===== src/rtl/vsfx_avg_pipe_pkg.sv =====
`default_nettype none
// ============================================================================
// Module      : vsfx_pkg
// Description : Shared types and constants for the VSFX vector-average unit:
//               opcode encoding, lane widths and vector width, plus small
//               opcode-decode helpers.
// Revision    : 1.0 - initial release
// ============================================================================
package vsfx_pkg;

    localparam int VEC_W    = 32;
    localparam int HALF_W   = 16;
    localparam int BYTE_W   = 8;
    localparam int NUM_HALF = VEC_W / HALF_W;
    localparam int NUM_BYTE = VEC_W / BYTE_W;

    typedef enum logic [1:0] {
        VAVGSH = 2'd0,
        VAVGUH = 2'd1,
        VAVGSB = 2'd2,
        VAVGUB = 2'd3
    } vavg_op_e;

    function automatic logic op_is_byte(input vavg_op_e op);
        return (op == VAVGSB) || (op == VAVGUB);
    endfunction

    function automatic logic op_is_signed(input vavg_op_e op);
        return (op == VAVGSH) || (op == VAVGSB);
    endfunction

endpackage
`default_nettype wire


===== src/rtl/vsfx_avg_pipe_if.sv =====
`default_nettype none
// ============================================================================
// Module      : vsfx_avg_pipe_if
// Description : Request/response channel bundle of the VSFX average unit.
//               master = issue-side driver (request producer, response sink),
//               slave  = the average unit itself.
// Signals     : in_valid/in_ready/in_op/in_vra/in_vrb/in_tag   request channel
//               out_valid/out_ready/out_vrt/out_tag/out_err     response channel
//               busy                                            pipeline occupied
// Revision    : 1.0 - initial release
// ============================================================================
interface vsfx_avg_pipe_if
    import vsfx_pkg::*;
#(
    parameter int TAG_W = 4
);
    logic              in_valid;
    logic              in_ready;
    logic [1:0]        in_op;
    logic [VEC_W-1:0]  in_vra;
    logic [VEC_W-1:0]  in_vrb;
    logic [TAG_W-1:0]  in_tag;
    logic              out_valid;
    logic              out_ready;
    logic [VEC_W-1:0]  out_vrt;
    logic [TAG_W-1:0]  out_tag;
    logic              out_err;
    logic              busy;

    modport master (
        output in_valid, in_op, in_vra, in_vrb, in_tag, out_ready,
        input  in_ready, out_valid, out_vrt, out_tag, out_err, busy
    );

    modport slave (
        input  in_valid, in_op, in_vra, in_vrb, in_tag, out_ready,
        output in_ready, out_valid, out_vrt, out_tag, out_err, busy
    );
endinterface
`default_nettype wire


===== src/rtl/vsfx_avg_pipe_lane.sv =====
`default_nettype none
// ============================================================================
// Module      : vavg_lane
// Description : One lane of the rounded average (a+b+1)>>1. Operands are
//               widened by one bit (sign- or zero-extended) so the sum never
//               overflows; dropping the LSB of the widened sum is a floor
//               shift, which for signed lanes is an arithmetic shift.
// Ports       : a_i, b_i  lane operands
//               sgn_i     1 = signed lane, 0 = unsigned lane
//               avg_o     rounded average
// Revision    : 1.0 - initial release
// ============================================================================
module vavg_lane #(
    parameter int W = 16
) (
    input  wire logic [W-1:0] a_i,
    input  wire logic [W-1:0] b_i,
    input  wire logic         sgn_i,
    output logic      [W-1:0] avg_o
);
    logic [W:0] w_a_ext;
    logic [W:0] w_b_ext;
    logic [W:0] w_sum;

    assign w_a_ext = {sgn_i & a_i[W-1], a_i};
    assign w_b_ext = {sgn_i & b_i[W-1], b_i};
    assign w_sum   = w_a_ext + w_b_ext + {{W{1'b0}}, 1'b1};
    assign avg_o   = w_sum[W:1];
endmodule
`default_nettype wire


===== src/rtl/vsfx_avg_pipe.sv =====
`default_nettype none
// ============================================================================
// Module      : vsfx_avg_pipe
// Description : Two-stage elastic vector-average unit. S1 registers the
//               request, lane arithmetic sits between S1 and S2, S2 registers
//               the tagged result. Each stage advances when the stage ahead
//               is empty or is draining, giving one request per cycle with no
//               bubbles and at most two entries held under backpressure.
// Ports       : clk   rising-edge clock
//               rst   asynchronous active-high reset
//               bus   vsfx_avg_pipe_if.slave (request/response channels, busy)
// Config      : VSFX_AVG_BYTE_EN - when defined, byte ops (VAVGSB/VAVGUB)
//               compute byte-lane averages; otherwise they pass through the
//               pipeline and return out_vrt=0 with out_err=1.
// Revision    : 1.0 - initial release
// ============================================================================
module vsfx_avg_pipe
    import vsfx_pkg::*;
#(
    parameter int TAG_W = 4
) (
    input  wire logic        clk,
    input  wire logic        rst,
    vsfx_avg_pipe_if.slave   bus
);
    // S1: request operands
    logic              s1_v_q;
    logic [VEC_W-1:0]  s1_a_q;
    logic [VEC_W-1:0]  s1_b_q;
    vavg_op_e          s1_op_q;
    logic [TAG_W-1:0]  s1_tag_q;

    // S2: result
    logic              s2_v_q;
    logic [VEC_W-1:0]  s2_vrt_q;
    logic [VEC_W-1:0]  s2_vrt_d;
    logic [TAG_W-1:0]  s2_tag_q;
    logic              s2_err_q;
    logic              s2_err_d;

    logic              w_s1_load;
    logic              w_s2_load;
    logic              w_sgn;
    logic              w_is_byte;
    logic [VEC_W-1:0]  w_half_res;

    assign w_s2_load = !s2_v_q || bus.out_ready;
    assign w_s1_load = !s1_v_q || w_s2_load;
    assign w_sgn     = op_is_signed(s1_op_q);
    assign w_is_byte = op_is_byte(s1_op_q);

    genvar gi;
    generate
        for (gi = 0; gi < NUM_HALF; gi++) begin : g_half
            vavg_lane #(.W(HALF_W)) u_lane (
                .a_i   (s1_a_q[gi*HALF_W +: HALF_W]),
                .b_i   (s1_b_q[gi*HALF_W +: HALF_W]),
                .sgn_i (w_sgn),
                .avg_o (w_half_res[gi*HALF_W +: HALF_W])
            );
        end
    endgenerate

`ifdef VSFX_AVG_BYTE_EN
    logic [VEC_W-1:0]  w_byte_res;

    generate
        for (gi = 0; gi < NUM_BYTE; gi++) begin : g_byte
            vavg_lane #(.W(BYTE_W)) u_lane (
                .a_i   (s1_a_q[gi*BYTE_W +: BYTE_W]),
                .b_i   (s1_b_q[gi*BYTE_W +: BYTE_W]),
                .sgn_i (w_sgn),
                .avg_o (w_byte_res[gi*BYTE_W +: BYTE_W])
            );
        end
    endgenerate

    assign s2_vrt_d = w_is_byte ? w_byte_res : w_half_res;
    assign s2_err_d = 1'b0;
`else
    // Byte ops still occupy a slot so ordering and latency match the full build.
    assign s2_vrt_d = w_is_byte ? '0 : w_half_res;
    assign s2_err_d = w_is_byte;
`endif

    always_ff @(posedge clk or posedge rst) begin
        if (rst) begin
            s1_v_q   <= 1'b0;
            s1_a_q   <= '0;
            s1_b_q   <= '0;
            s1_op_q  <= VAVGSH;
            s1_tag_q <= '0;
            s2_v_q   <= 1'b0;
            s2_vrt_q <= '0;
            s2_tag_q <= '0;
            s2_err_q <= 1'b0;
        end else begin
            if (w_s1_load) begin
                s1_v_q <= bus.in_valid;
                if (bus.in_valid) begin
                    s1_a_q   <= bus.in_vra;
                    s1_b_q   <= bus.in_vrb;
                    s1_op_q  <= vavg_op_e'(bus.in_op);
                    s1_tag_q <= bus.in_tag;
                end
            end
            if (w_s2_load) begin
                s2_v_q <= s1_v_q;
                // Data only moves with a valid entry so idle outputs stay put.
                if (s1_v_q) begin
                    s2_vrt_q <= s2_vrt_d;
                    s2_tag_q <= s1_tag_q;
                    s2_err_q <= s2_err_d;
                end
            end
        end
    end

    assign bus.in_ready  = w_s1_load;
    assign bus.out_valid = s2_v_q;
    assign bus.out_vrt   = s2_vrt_q;
    assign bus.out_tag   = s2_tag_q;
    assign bus.out_err   = s2_err_q;
    assign bus.busy      = s1_v_q || s2_v_q;
endmodule
`default_nettype wire


===== src/flat_wrapper.sv =====
// flat-port wrapper written by rule: the top's interface ports become plain ports
module vsfx_avg_pipe_flat import vsfx_pkg::*;
#(
    parameter int TAG_W = 4
)
  (clk, rst, bus_in_valid, bus_in_op, bus_in_vra, bus_in_vrb, bus_in_tag, bus_out_ready, bus_in_ready, bus_out_valid, bus_out_vrt, bus_out_tag, bus_out_err, bus_busy);
  vsfx_avg_pipe_if #(.TAG_W(TAG_W)) bus_i ();
  input  wire logic clk;
  input  wire logic rst;
  input wire logic [$bits(bus_i.in_valid)-1:0] bus_in_valid;
  input wire logic [$bits(bus_i.in_op)-1:0] bus_in_op;
  input wire logic [$bits(bus_i.in_vra)-1:0] bus_in_vra;
  input wire logic [$bits(bus_i.in_vrb)-1:0] bus_in_vrb;
  input wire logic [$bits(bus_i.in_tag)-1:0] bus_in_tag;
  input wire logic [$bits(bus_i.out_ready)-1:0] bus_out_ready;
  output wire logic [$bits(bus_i.in_ready)-1:0] bus_in_ready;
  output wire logic [$bits(bus_i.out_valid)-1:0] bus_out_valid;
  output wire logic [$bits(bus_i.out_vrt)-1:0] bus_out_vrt;
  output wire logic [$bits(bus_i.out_tag)-1:0] bus_out_tag;
  output wire logic [$bits(bus_i.out_err)-1:0] bus_out_err;
  output wire logic [$bits(bus_i.busy)-1:0] bus_busy;
  assign bus_i.in_valid = bus_in_valid;
  assign bus_i.in_op = bus_in_op;
  assign bus_i.in_vra = bus_in_vra;
  assign bus_i.in_vrb = bus_in_vrb;
  assign bus_i.in_tag = bus_in_tag;
  assign bus_i.out_ready = bus_out_ready;
  assign bus_in_ready = bus_i.in_ready;
  assign bus_out_valid = bus_i.out_valid;
  assign bus_out_vrt = bus_i.out_vrt;
  assign bus_out_tag = bus_i.out_tag;
  assign bus_out_err = bus_i.out_err;
  assign bus_busy = bus_i.busy;
  vsfx_avg_pipe #(.TAG_W(TAG_W)) u_core (.clk(clk), .rst(rst), .bus(bus_i));
endmodule

===== config.mk =====
export PLATFORM = sky130hd
export DESIGN_NAME = vsfx_avg_pipe_flat
export DESIGN_NICKNAME = d
export VERILOG_FILES = /design/src/rtl/vsfx_avg_pipe_pkg.sv /design/src/rtl/vsfx_avg_pipe_if.sv /design/src/rtl/vsfx_avg_pipe_lane.sv /design/src/rtl/vsfx_avg_pipe.sv /design/src/flat_wrapper.sv
export SDC_FILE = /design/constraint.sdc
export NUM_CORES = 1
export LEC_CHECK = 0
export ABC_AREA = 1
export CAP_MARGIN = 15
export CORE_UTILIZATION = 46
export DETAILED_ROUTE_END_ITERATION = 8
export HOLD_SLACK_MARGIN = 0.02
export PLACE_DENSITY_LB_ADDON = 0.3
export SLEW_MARGIN = 20
export SYNTH_ARGS = -nofsm -noshare
export SYNTH_HDL_FRONTEND = slang
export SYNTH_SLANG_ARGS = --single-unit

===== constraint.sdc =====
create_clock -name clk -period 3.6 [get_ports clk]
set_clock_uncertainty 0.2 [all_clocks]
set_input_delay 0.72 -clock clk [delete_from_list [all_inputs] [get_ports clk]]
set_output_delay 0.72 -clock clk [all_outputs]
set_load 0.005 [all_outputs]

==> flow_summary.toml <==
[cells_and_area]
ff_latch_area_um2 = 2730
multi_input_area_um2 = 2770
layout-drive-gt1-share_pct = 3.67
n_antenna_cell = 0
nNetsFinal = 920
fill_cells = 1137
syn2layout_area_growth_pct = 26.5

[clocking]
cts.sinks = 109
cts_setup_buffers = 0
cts_made_buffers = 9
cts_resized = 0
cts_hold_buf = 0
cts.reportedPaths.clkPinSlew_ps = 60
clockRootBuffer = "clkbuf_16"
ctsHtreeMaxLevel = 3
tritoncts = "done"
cts.path.max_buffers = 2
clk_latency_ps = 350

[sta]
worstMarginPinSlew_ps = 946
rsz0062_at_grt = "false"
maxSlewViolCount = 0
finalSetupViolations = 0
max_slew_margin_pct = 36.9
fin_crit_sh_pct = 76.8
setup_slack_ps = 837
fin_crit_ps = 2760
setup_tns_ps = 0
fmax_mhz = 362
finalHoldViolations = 0

[global_routing]
first_global_vias = 4698
grt_pass1_wl_um = 22200
grt.overflow.total = 0
antenna_found_initial = 0
grt_max_degree = 72
track_usage_pct = 21.5

[synth]
synth.net_count = 804
async_reset_ff_share_pct = 100
yosys-top-cells-count = "nand2_1, dfrtp_1, inv_1"
synth_area_per_cell_um2 = 8.58
synth_flop_cell = "dfrtp_1"
synth_edf_count = 0
ys_ff_latch = 109
synth-warning-count = 0
seq_area_frac_synth_pct = 45.5
synthTopCellsByArea = "dfrtp_1, nand2_1, mux2_1"
synth.distinct_cells = 29
synth.most_common_cell = "nand2_1"
netlist_area_um2 = 5990
synth_top_cell_area_share_pct = 45.5
yosys.area.top_type = "dfrtp_1"
syn_inst = 698

[pwr]
p_switching_mw = 1.52
combPwrFrac_pct = 38.9
p_seq_share_pct = 38.4
swShare_pct = 34.2
p_int_mw = 2.92
leakagePower_nw = 3.85
clkPwrFrac_pct = 22.7
powerDensity_nw_per_um2 = 587
ir_drop_v = 0.000326

[route]
firstDrtPassIters = 5
drc = 0
viasPerCell = 4.93
wl_per_cell_um = 13.6
postRouteAntennaNets = 0
drt_iter0_drc = 321
vias = 4878
wirelength_um = 13400

[worst_setup_path]
crit_arrival_ps = 1840
critPathLaunchType = "input pin"
end_kind = "output port"
critPathKind = "input pin to output port"
required_ps = 2680
r2r_end = "u_core.s1_b_q[26]"
crit_fanout = 3
r2r_slack_ps = 1550
reg2regPathDepth = 3
r2r_start = "u_core.s1_v_q"

[hold_path]
hold_depth = 2
min_from = "u_core.bus.out_tag[1]"
hp-class = "flip-flop to flip-flop"
min_to = "u_core.bus.out_tag[1]"

[floorplanning]
die_h_um = 116
ios = 114
rows = 41
fp.coreArea_um2 = 12700
fp.dieW_um = 116
die_area_um2 = 13500
initial_core_util_pct = 47.3

[status]
status = "finished clean"

[flow_run]
maxCapViolations = 0

[place]
dpl_worst_slack_ps = 811
dp_hpwl_um = 9940
place.gp.congestion = 0.855
portBuffers = 113
[state kept, by name (all words and copies together), names as in the netlist]
| register | cells |
|---|---|
| u_core.bus.out_vrt | 32 |
| u_core.s1_a_q | 32 |
| u_core.s1_b_q | 32 |
| u_core.bus.out_tag | 4 |
| u_core.s1_tag_q | 4 |
| u_core.s1_op_q | 2 |
| u_core.bus.out_err | 1 |
| u_core.bus.out_valid | 1 |
| u_core.s1_v_q | 1 |
[power groups by stage]
stage | Combinational, mW | Sequential, mW | Clock [mW]
after floorplan | 1.04 | 1.69 | 0
after global placement | 1.69 | 1.71 | 0
after detailed placement | 1.72 | 1.73 | 0
after CTS | 1.74 | 1.71 | 1.03
after global routing | 1.95 | 1.74 | 1.09
final | 1.73 | 1.71 | 1.01
[cells in the final DEF (no fill, tap or decap), drive strengths merged]
master | netlist | final
dfrtp | 109 | 109
nand3 | 27 | 27
nand2 | 243 | 243
clkbuf | 3 | 14
clkdlybuf4s50 | 0 | 113
a32o | 2 | 2
nor2 | 29 | 29
and2 | 2 | 2
nand3b | 10 | 10
buf | 11 | 6
o21ai | 18 | 18
a21oi | 38 | 38
and3 | 2 | 2
nor3 | 8 | 8
bufinv | 0 | 1
fa | 2 | 2
ha | 30 | 30
mux2 | 61 | 61
or2 | 5 | 5
a22o | 2 | 2
inv | 96 | 95
clkinvlp | 0 | 1
[worst max-delay path, stage by stage]
cell	delay, ps
clkdlybuf4s50_1	460
inv_1	60
nand3_2	100
clkdlybuf4s50_1	510
[stage by stage]
| step | cell area [um2] | hold WS, ps | util (%) | power, mW | cells |
|---|---|---|---|---|---|
| after floorplan | 5990 | 268 | - | 2.73 | 698 |
| after global placement | 7280 | 263 | 57.4 | 3.40 | 975 |
| after detailed placement | 7280 | 268 | 57.4 | 3.45 | 975 |
| after CTS | 7570 | 287 | 59.8 | 4.47 | 990 |
| after global routing | 7570 | 306 | 59.8 | 4.78 | 990 |
| final | 7570 | 284 | 59.8 | 4.44 | 990 |
[worst max path at each step]
stage | end | slack, ps | startpoint
4_1_cts | bus_in_ready | 830 | bus_out_ready
5_1_grt | bus_in_ready | 770 | bus_out_ready
2_1_floorplan | u_core.bus.out_err | 1360 | rst
6_report | bus_in_ready | 840 | bus_out_ready
3_5_place_dp | u_core.s1_a_q[16] | 810 | bus_out_ready
3_3_place_gp | u_core.s1_a_q[13] | 840 | bus_out_ready
[final cells by class]
class,instances,share of cell area (%)
Clock buffer,14,3.49
Clock inverter,1,0.397
Timing Repair Buffer,119,15.9
Multi-Input combinational cell,479,36.6
Inverter,96,4.81
Tap cell,172,2.84
Sequential cell,109,36.0
[per-layer routing]
layer / global-route usage, % / up-vias / wire length [um]
li1: - / 2446 / -
met1: 28.7 / 2290 / 6300
met2: 35.0 / 129 / 6180
met3: 5.24 / 13 / 767
met4: 5.73 / 0 / 184
met5: 0 / - / 0
[cells by family (layout without fill, tap and decap cells)]
group           count (synthesis)  in the layout  share of synthesized area, %
simple gates                  326            326                          22.5
buf+inv                       110            230                          8.19
flops                         109            109                          45.5
mux                            61             61                          11.5
compound gates                 60             60                          5.31
fa+ha+maj                      32             32                          6.94
Note: power is estimated with default switching activity, not from simulation.
